--- config.mk ---
export PLATFORM = sky130hd
export DESIGN_NAME = gamma_lut_arbiter
export DESIGN_NICKNAME = d
export VERILOG_FILES = /design/src/rtl/gamma_pkg.sv /design/src/rtl/rr_arbiter.sv /design/src/rtl/gamma_lut_arbiter.sv
export SDC_FILE = /design/constraint.sdc
export NUM_CORES = 1
export LEC_CHECK = 0
export ABC_AREA = 1
export ABC_CLOCK_PERIOD_IN_PS = 4250
export CORE_MARGIN = 8
export CORE_UTILIZATION = 47
export CTS_CLUSTER_SIZE = 8
export DETAILED_ROUTE_END_ITERATION = 10
export GPL_TIMING_DRIVEN = 0
export PLACE_DENSITY = 0.86
export SKIP_CTS_REPAIR_TIMING = 1
export SLEW_MARGIN = 30
export SYNTH_ARGS = -nofsm -noshare
export SYNTH_HDL_FRONTEND = slang
export SYNTH_SLANG_ARGS = --single-unit
--- constraint.sdc ---
create_clock -name clk -period 4.25 [get_ports clk]
set_clock_uncertainty 0.2 [all_clocks]
set_input_delay 0.85 -clock clk [delete_from_list [all_inputs] [get_ports clk]]
set_output_delay 0.85 -clock clk [all_outputs]
set_load 0.1 [all_outputs]
--- src/rtl/gamma_pkg.sv ---
// rtl/gamma_pkg.sv - shared widths, ROM latency and helpers for the gamma LUT arbiter
package gamma_pkg;

    localparam int LUT_AW        = 8;
    localparam int LUT_DW        = 8;
    localparam int GAMMA_ROM_LAT = 2;

    function automatic int clog2(input int v);
        int r;
        r = 0;
        while ((1 << r) < v) r++;
        return r;
    endfunction

endpackage

--- src/rtl/rr_arbiter.sv ---
// rtl/rr_arbiter.sv - combinational round-robin pick starting at a pointer
module rr_arbiter
    import gamma_pkg::*;
#(
    parameter int N = 4
) (
    input  logic [N-1:0]        req,
    input  logic [clog2(N)-1:0] ptr,
    output logic [N-1:0]        grant,
    output logic [clog2(N)-1:0] idx
);

    localparam int IW = clog2(N);

    logic [IW:0] slot;
    logic        found;

    // Walk slots ptr, ptr+1, ... modulo N; the first requester seen wins.
    always_comb begin
        grant = '0;
        idx   = '0;
        found = 1'b0;
        slot  = '0;
        for (int k = 0; k < N; k++) begin
            slot = {1'b0, ptr} + (IW+1)'(k);
            if (slot >= (IW+1)'(N)) slot = slot - (IW+1)'(N);
            if (!found && req[slot[IW-1:0]]) begin
                found                 = 1'b1;
                grant[slot[IW-1:0]]   = 1'b1;
                idx                   = slot[IW-1:0];
            end
        end
    end

endmodule

--- src/rtl/gamma_lut_arbiter.sv ---
// rtl/gamma_lut_arbiter.sv - round-robin sharing of one fixed-latency gamma LUT ROM
module gamma_lut_arbiter
    import gamma_pkg::*;
#(
    parameter int N_REQ   = 4,
    parameter int AW      = LUT_AW,
    parameter int DW      = LUT_DW,
    parameter int ROM_LAT = GAMMA_ROM_LAT
) (
    input  logic                      clk,
    input  logic                      rstn,
    input  logic [N_REQ-1:0]          req_valid_i,
    input  logic [N_REQ*AW-1:0]       req_addr_i,
    output logic [N_REQ-1:0]          req_ready_o,
    output logic [AW-1:0]             lut_addr_o,
    input  logic [DW-1:0]             lut_data_i,
    output logic [N_REQ-1:0]          rsp_valid_o,
    output logic [clog2(N_REQ)-1:0]   rsp_id_o,
    output logic [DW-1:0]             rsp_data_o,
    output logic                      busy_o
);

    localparam int IW = clog2(N_REQ);

    logic [N_REQ-1:0]   grant;
    logic [IW-1:0]      grant_idx;
    logic [IW-1:0]      ptr;
    logic               accept;
    logic [AW-1:0]      addr_arr [N_REQ];
    logic [AW-1:0]      last_addr;
    logic [ROM_LAT-1:0] stg_vld;
    logic [IW-1:0]      stg_id [ROM_LAT];
    logic [IW-1:0]      held_id;

    rr_arbiter #(.N(N_REQ)) u_arb (
        .req   (req_valid_i),
        .ptr   (ptr),
        .grant (grant),
        .idx   (grant_idx)
    );

    for (genvar g = 0; g < N_REQ; g++) begin : g_addr
        assign addr_arr[g] = req_addr_i[g*AW +: AW];
    end

    // Grants are masked by reset so ready drops the instant rstn falls.
    assign req_ready_o = rstn ? grant : '0;
    assign accept      = |req_ready_o;
    assign lut_addr_o  = accept ? addr_arr[grant_idx] : last_addr;

    always_ff @(posedge clk or negedge rstn) begin
        if (!rstn) begin
            ptr       <= '0;
            last_addr <= '0;
            stg_vld   <= '0;
            held_id   <= '0;
            for (int i = 0; i < ROM_LAT; i++) stg_id[i] <= '0;
        end else begin
            if (accept) begin
                ptr       <= (grant_idx == IW'(N_REQ-1)) ? '0 : grant_idx + IW'(1);
                last_addr <= lut_addr_o;
            end
            // The ROM cannot stall, so the tag pipe shifts every cycle.
            stg_vld[0] <= accept;
            stg_id[0]  <= grant_idx;
            for (int i = 1; i < ROM_LAT; i++) begin
                stg_vld[i] <= stg_vld[i-1];
                stg_id[i]  <= stg_id[i-1];
            end
            if (stg_vld[ROM_LAT-1]) held_id <= stg_id[ROM_LAT-1];
        end
    end

    always_comb begin
        rsp_valid_o = '0;
        if (stg_vld[ROM_LAT-1]) rsp_valid_o[stg_id[ROM_LAT-1]] = 1'b1;
    end

    assign rsp_id_o   = stg_vld[ROM_LAT-1] ? stg_id[ROM_LAT-1] : held_id;
    assign rsp_data_o = lut_data_i;
    assign busy_o     = |stg_vld;

endmodule
==> results of run 1 <==
[registers in the layout, summed over array words and instances, names as in the netlist]
signal     cells
held_id        2
last_addr      8
ptr            2
stg_id         4
stg_vld        2
[per-layer routing]
layer / vias up / wire length (um) / global-route usage
li1: 962 / - / -
met1: 803 / 2110 / 0.181
met2: 66 / 2330 / 0.259
met3: 5 / 239 / 0.0265
met4: 0 / 44 / 0.0358
met5: - / 0 / 0
[cell usage in the layout (no fill, tap or decap), types with 4 or more instances in the layout]
master and count:
dfrtp_1 18, a21boi_0 4, inv_1 46, nand2_4 5
nand2_2 14, nand2_1 83, clkdlybuf4s50_1 51, buf_6 7
ha_1 8, buf_4 11, nand3_1 49, nand4_1 5
buf_12 4
[through the flow]
step	hold WS (ns)	setup WS, ns	area [um^2]
CTS	0.154	-0.794	2530
global placement	0.134	-0.723	2490
floorplan	0.131	0.545	1790
detailed placement	0.142	-0.798	2490
global route	0.169	-0.000548	2600
finish	0.152	0.110	2600
[worst max path at each step]
| stage | startpoint | endpoint | slack (ns) | cells past startpoint |
|---|---|---|---|---|
| global placement | req_valid_i[3] | lut_addr_o[3] | -0.72 | 15 |
| CTS | req_valid_i[3] | lut_addr_o[3] | -0.79 | 15 |
| detailed placement | req_valid_i[3] | lut_addr_o[3] | -0.80 | 15 |
| finish | req_valid_i[3] | req_ready_o[3] | 0.11 | 12 |
| floorplan | req_valid_i[3] | lut_addr_o[0] | 0.55 | 15 |
| global route | req_valid_i[3] | lut_addr_o[2] | -0.0005 | 17 |
[cell families after synthesis]
family	count (synthesis)	share of synthesized area
flip-flops	18	0.251
AO/OA/AOI/OAI	10	0.0349
AND/OR/NAND/NOR	167	0.469
XOR/XNOR	1	0.00489
adder cells (fa/ha/maj)	8	0.0559
buffers and inverters	65	0.184
[cell type report]
type | count | area share
Buffer | 14 | 0.0500
Sequential cell | 18 | 0.173
Tap cell | 48 | 0.0231
Inverter | 51 | 0.0764
Clock buffer | 3 | 0.0159
Multi-Input combinational cell | 187 | 0.397
Timing Repair Buffer | 66 | 0.265
==> metrics.md, run 1 <==
| Metric | Value |
|---|---|
| Status | completed |
| Final setup violation count | 0 |
| CTS buffer count | 3 |
| Hold Path End | stg_id[0] |
| GRT Total Usage | 0.148 |
| Ys Warns | 0 |
| Crit path kind | in -> out |
| Mean post-synth cell area | 6.66 um^2 |
| Initial Util | 0.489 |
| Post-Syn Area | 0.00179 mm^2 |
| ANT nets after route | 0 |
| Final hold violation count | 0 |
| Largest cells by area after synthesis | dfrtp_1 25%, nand2_1 18%, nand3_1 14% |
| Ys async rst share | 1.00 |
| Routed wire per std cell | 12.2 um |
| Site row count | 22 |
| EDFF count, synth | 0 |
| Post-synthesis sequential area ratio | 0.251 |
| Worst reg-to-reg setup slack | 1.46 ns |
| Max-slew violations | 0 |
| Worst path top cell family by delay | buffers and inverters |
| GPL Wtd Cong | 0.881 |
| Utilization after layout | 0.711 |
| Fin crit period | 4.14 ns |
| Multi-input logic area | 0.00103 mm^2 |
| WP data required | 3.20 ns |
| Reg area | 450 um^2 |
| Crit-path cells | clkdlybuf4s50_1 > inv_1 > nand2_1 > nand3_4 > nand2_4 > nor2_8 > buf_6 > nand4_1 > nand3_1 > nand2_1 > inv_1 > dlymetal6s2s_1 |
| Layout cells sized above 1 | 0.180 |
| Vias | 1836 |
| Slew HR | 0.348 |
| Antenna violations before repair | 0 |
| Clock slew at reported path FFs | 0.06 ns |
| Syn-to-layout area delta | 45.3% |
| Synth Instances | 269 |
| Largest stage delay, worst path | 0.74 ns |
| Worst Tran Pin Value | 0.977 ns |
| Worst setup SP type | input pin |
| Worst hold-check path type | reg -> reg |
| FILL cells | 302 |
| Placed cells | 381 |
| I/O Buffers | 64 |
| H-tree Lvls | 1 |
| Die area | 0.00604 mm^2 |
| Antenna diode count | 0 |
| Buf/Inv on CP | 5 |
| Yosys top cell by area | dfrtp_1 |
| Post-synthesis net count | 323 |
| Layout Nets | 395 |
| Die height | 77.7 um |
| Min-Delay Path Depth | 0 |
| FF-to-FF Start | ptr[1] |
| Core Box Area | 0.00366 mm^2 |
| Synth cell count leaders | 84 x nand2_1, 49 x nand3_1, 46 x inv_1 |
| Remaining global-route overflow | 0 |
| Largest net degree at the start of global routing | 24 |
| Clock Latency Late Sink | 0.24 ns |
| Ys flop type | dfrtp_1 |
| Fmax | 0.242 GHz |
| Worst Setup End Kind | output port |
| Number of global-route vias before repair | 1807 |
| Reg2Reg Depth | 16 |
| Share of the synthesized area in the top cell type | 0.251 |
| Clock tree sinks | 18 |
| Part of the cycle the worst path needs | 0.974 |
| DR pass1 iterations | 4 |
| Detail Placement HPWL | 3790 um |
| Fin cells | 387 |
| Min-delay src | stg_id[2] |
| Crit path DAT | 3.09 ns |
| Bufs on Longest Clock Path | 2 |
| Max cap viols | 0 |
| Cell variety after synth | 29 |
| Vias per cell | 4.74 |
| Setup_tns | 0 ns |
| I/O pin count | 73 |
| First-pass GRT wire length | 7800 um |
| Crit-path max FO | 10 |
| Most frequent cell after synthesis | nand2_1 |
| # DRC | 0 |
| Iteration-0 DRC Markers | 58 |
| Chip width | 77.7 um |
| Crit-path slowest cell | dlymetal6s2s_1 |
| Synth Register Bits | 18 |
| R2R Path End | last_addr[4] |
| CTS tree | yes |
| Final WL | 4720 um |
| Root Buffer | clkbuf_8 |
Power of run 1 is not shown: default switching activity piles up to over one toggle a cycle in this logic, so the estimate is an artifact.
==> run 2: changes to the inputs <==
Settings changed: ABC_CLOCK_PERIOD_IN_PS 4250 to 4000, CORE_UTILIZATION 47 to 44, HOLD_SLACK_MARGIN from default to 0.05, PLACE_DENSITY 0.86 to 0.82.
Clock period 4.25 ns to 4 ns, I/O delays scaled along.
==> metrics.md, run 2 (synthesized netlist as in run 1, its figures left out) <==
| Metric | Value |
|---|---|
| Status | completed |
| First-pass GRT wire length | 7800 um |
| WL met2 | 2700 um |
| Worst setup SP type | input pin |
| DR pass1 iterations | 4 |
| CTS tree | yes |
| Clock tree sinks | 18 |
| ANT nets after route | 0 |
| Worst Tran Pin Value | 0.974 ns |
| Iteration-0 DRC Markers | 131 |
| Commonest cells after routing, fill and taps aside | 76 x nand2_1, 50 x clkdlybuf4s50_1, 48 x nand3_1 |
| Max cap viols | 0 |
| Reg area | 453 um^2 |
| FILL cells | 346 |
| Final setup violation count | 0 |
| Crit-path max FO | 10 |
| Site row count | 23 |
| Multi-input logic area | 0.00107 mm^2 |
| Crit path DAT | 2.90 ns |
| Most common cell after layout, fill and taps aside | nand2_1 |
| Worst reg-to-reg setup slack | 1.26 ns |
| Antenna violations before repair | 0 |
| Final Cell Area | 0.00274 mm^2 |
| CTS buffer count | 3 |
| Number of global-route vias before repair | 1746 |
| Worst Setup End Kind | output port |
| Clock slew at reported path FFs | 0.07 ns |
| Layout cells sized above 1 | 0.245 |
| Antenna diode count | 0 |
| Bufs on Longest Clock Path | 2 |
| Top layer in use | met4 |
| R2R Path End | ptr[0] |
| DR WL met3 | 276 um |
| Biggest regs | last_addr x8, stg_id x4 |
| Core Box Area | 0.00397 mm^2 |
| Die height | 79.8 um |
| Layout Nets | 402 |
| Critical Path Start | req_valid_i[3] |
| Worst hold slack | 0.149 ns |
| Clock Latency Late Sink | 0.25 ns |
| # DRC | 0 |
| Detail Placement HPWL | 3970 um |
| Vias per cell | 4.89 |
| Top reg by flops | last_addr |
| GPL Wtd Cong | 0.866 |
| Root Buffer | clkbuf_8 |
| Part of the cycle the worst path needs | 0.974 |
| FF-to-FF Start | ptr[1] |
| Worst hold-check path type | reg -> reg |
| Die area | 0.00637 mm^2 |
| Largest net degree at the start of global routing | 24 |
| Worst setup path end | lut_addr_o[1] |
| WP data required | 3.00 ns |
| Max-slew violations | 0 |
| Number of flip-flops under the largest register name | 8 |
| Slew HR | 0.349 |
| M1 WL | 2200 um |
| Final WL | 5200 um |
| Chip width | 79.8 um |
| Syn-to-layout area delta | 52.7% |
| I/O pin count | 73 |
| Routed wire per std cell | 13.1 um |
| Initial Util | 0.451 |
| Final hold violation count | 0 |
| GRT Total Usage | 0.145 |
| H-tree Lvls | 1 |
| Reg2Reg Depth | 16 |
| Fmax | 0.257 GHz |
| DP Area | 0.00249 mm^2 |
| Crit path kind | in -> out |
| Vias | 1941 |
| Remaining global-route overflow | 0 |
| Fin crit period | 3.90 ns |
| I/O Buffers | 64 |
-- run 2: area by class of cell --
type | instances | share of cell area
inverter | 51 | 0.0727
clock buffer | 4 | 0.0201
tap | 50 | 0.0229
multi-input combinational | 186 | 0.390
sequential | 18 | 0.166
timing repair buffer | 74 | 0.281
buffer | 14 | 0.0485
-- run 2: worst min-delay path by stage --
| stage | startpoint | end | slack (ns) | cells after the start |
|---|---|---|---|---|
| after global routing | stg_id[3] | stg_id[1] | 0.17 | 0 |
| after global placement | stg_id[2] | stg_id[0] | 0.13 | 0 |
| after detailed placement | stg_id[3] | stg_id[1] | 0.13 | 0 |
| after CTS | stg_id[3] | stg_id[1] | 0.15 | 0 |
| final | stg_id[3] | stg_id[1] | 0.15 | 0 |
| after floorplan | stg_id[2] | stg_id[0] | 0.13 | 0 |
-- run 2: per-layer routing --
metal | GRT usage | vias up
met1 | 0.185 | 897
met2 | 0.256 | 60
met3 | 0.0191 | 2
li1 | - | 982
met5 | 0 | -
met4 | 0.0218 | 0
-- run 2: worst max-delay path: stages --
cell,delay [ns]
clkdlybuf4s50_1,0.44
inv_2,0.08
nand2_2,0.07
nand3_4,0.13
nand2_8,0.08
nor2_8,0.14
buf_6,0.14
nand3_1,0.07
nand3_1,0.10
nand2_1,0.09
nand2_2,0.13
inv_2,0.05
nand2_4,0.07
buf_12,0.14
nand2_2,0.05
nand2_1,0.08
buf_6,0.23
-- run 2: metrics by stage --
stage	utilization	setup TNS, ns	cells	setup WS, ns
finish	0.689	0	397	0.102
global route	0.689	-0.00827	397	-0.00638
CTS	0.642	-9.25	387	-0.991
detailed placement	0.628	-9.29	383	-0.992
global placement	0.628	-8.46	383	-0.885
floorplan	-	0	269	0.347
Power of run 2 is left out for the same reason.
==> run 3: changes to the inputs <==
Settings changed: MAX_ROUTING_LAYER from default to met4.
==> metrics.md, run 3 (synthesized netlist as in run 1, its figures left out) <==
| Metric | Value |
|---|---|
| H-tree Lvls | 1 |
| GRT Total Usage | 0.149 |
| Antenna violations before repair | 0 |
| Setup_tns | 0 ns |
| Fin cells | 397 |
| Die height | 79.8 um |
| Number of global-route vias before repair | 1742 |
| Remaining global-route overflow | 0 |
| Clock tree sinks | 18 |
| ANT nets after route | 0 |
| Part of the cycle the worst path needs | 0.973 |
| Initial Util | 0.451 |
| Largest stage delay, worst path | 0.44 ns |
| Final hold violation count | 0 |
| Root Buffer | clkbuf_8 |
| Crit path kind | in -> out |
| Crit-path slowest cell | clkdlybuf4s50_1 |
| Antenna diode count | 0 |
| Crit path DAT | 2.89 ns |
| Final Cell Area | 0.00274 mm^2 |
| Clock Latency Late Sink | 0.25 ns |
| Reg2Reg Depth | 16 |
| DP Area | 0.00249 mm^2 |
| Iteration-0 DRC Markers | 135 |
| Site row count | 23 |
| Detail Placement HPWL | 3970 um |
| Crit-path cells | clkdlybuf4s50_1 > inv_2 > nand2_2 > nand3_4 > nand2_8 > nor2_8 > buf_6 > nand3_1 > nand3_1 > nand2_1 > nand2_2 > inv_2 > nand2_4 > buf_12 > nand2_2 > nand2_1 > buf_6 |
| Most used cell along the critical path | nand2_2 |
| Syn-to-layout area delta | 52.7% |
| Placed cells | 383 |
| # DRC | 0 |
| Top reg by flops | last_addr |
| Worst Tran Pin Value | 0.974 ns |
| Commonest cells after routing, fill and taps aside | 76 x nand2_1, 50 x clkdlybuf4s50_1, 48 x nand3_1 |
| Worst hold slack | 0.149 ns |
| Layout cells sized above 1 | 0.245 |
| Layout Nets | 402 |
| Final setup violation count | 0 |
| Worst setup SP type | input pin |
| Die area | 0.00637 mm^2 |
| GPL Wtd Cong | 0.880 |
| Bufs on Longest Clock Path | 2 |
| Max-slew violations | 0 |
| Routed wire per std cell | 13.0 um |
| Final WL | 5180 um |
| Most common cell after layout, fill and taps aside | nand2_1 |
| Core Box Area | 0.00397 mm^2 |
| I/O pin count | 73 |
| Vias per cell | 4.89 |
| Worst hold-check path type | reg -> reg |
| Status | completed |
| CTS tree | yes |
| Max cap viols | 0 |
| I/O Buffers | 64 |
| Largest net degree at the start of global routing | 24 |
| WP data required | 3.00 ns |
| Clock slew at reported path FFs | 0.06 ns |
| DR pass1 iterations | 4 |
| Min-Delay Path Depth | 0 |
| First-pass GRT wire length | 7810 um |
| Crit-path max FO | 10 |
| Worst Setup End Kind | output port |
| CTS buffer count | 3 |
| Vias | 1941 |
| Fin crit period | 3.89 ns |
| Chip width | 79.8 um |
| Number of flip-flops under the largest register name | 8 |
| Slew HR | 0.349 |
| Biggest regs | last_addr x8, stg_id x4 |
| Fmax | 0.257 GHz |
run 3: cell counts in the layout (fill, tap and decap cells not counted):
No cell type changed its count.
run 3: layout make-up:
cell class              instances  area, um^2
fillers                       346        1230
multi-input cells             186        1070
flip-flops and latches         18         453
inverters                      51         199
plain buffers                  14         133
repair buffers                 74         768
well taps                      50        62.6
clock buffers                   4        55.1
run 3: routing by layer:
layer	wire length [um]	vias up	share of wire	global-route usage
li1	-	982	-	-
met1	2190	893	0.42	0.189
met2	2720	64	0.53	0.256
met3	252	2	0.049	0.0124
met4	14	0	0.0027	0.0218
met5	0	-	0	-
run 3: critical path: cells and delay by family:
family	cells	cell delay [ns]
buffers and inverters	6	1.07
AND/OR/NAND/NOR	11	1.01
run 3: final timing paths:
path,start,end,slack [ns]
worst max-delay path,req_valid_i[3],lut_addr_o[1],0.11
worst min-delay path,stg_id[3],stg_id[1],0.15
worst max register to register,ptr[1],ptr[0],1.25
worst min register to register,stg_id[3],stg_id[1],0.15
max in group asynchronous,rstn,ptr[0],2.96
min in group asynchronous,rstn,last_addr[4],0.30
run 3: through the flow:
stage	util	setup WS (ns)
after floorplan	-	0.347
after global placement	0.628	-0.885
after detailed placement	0.628	-0.992
after CTS	0.642	-0.991
after global routing	0.689	-0.00604
final	0.689	0.108
Power of run 3 is left out for the same reason.
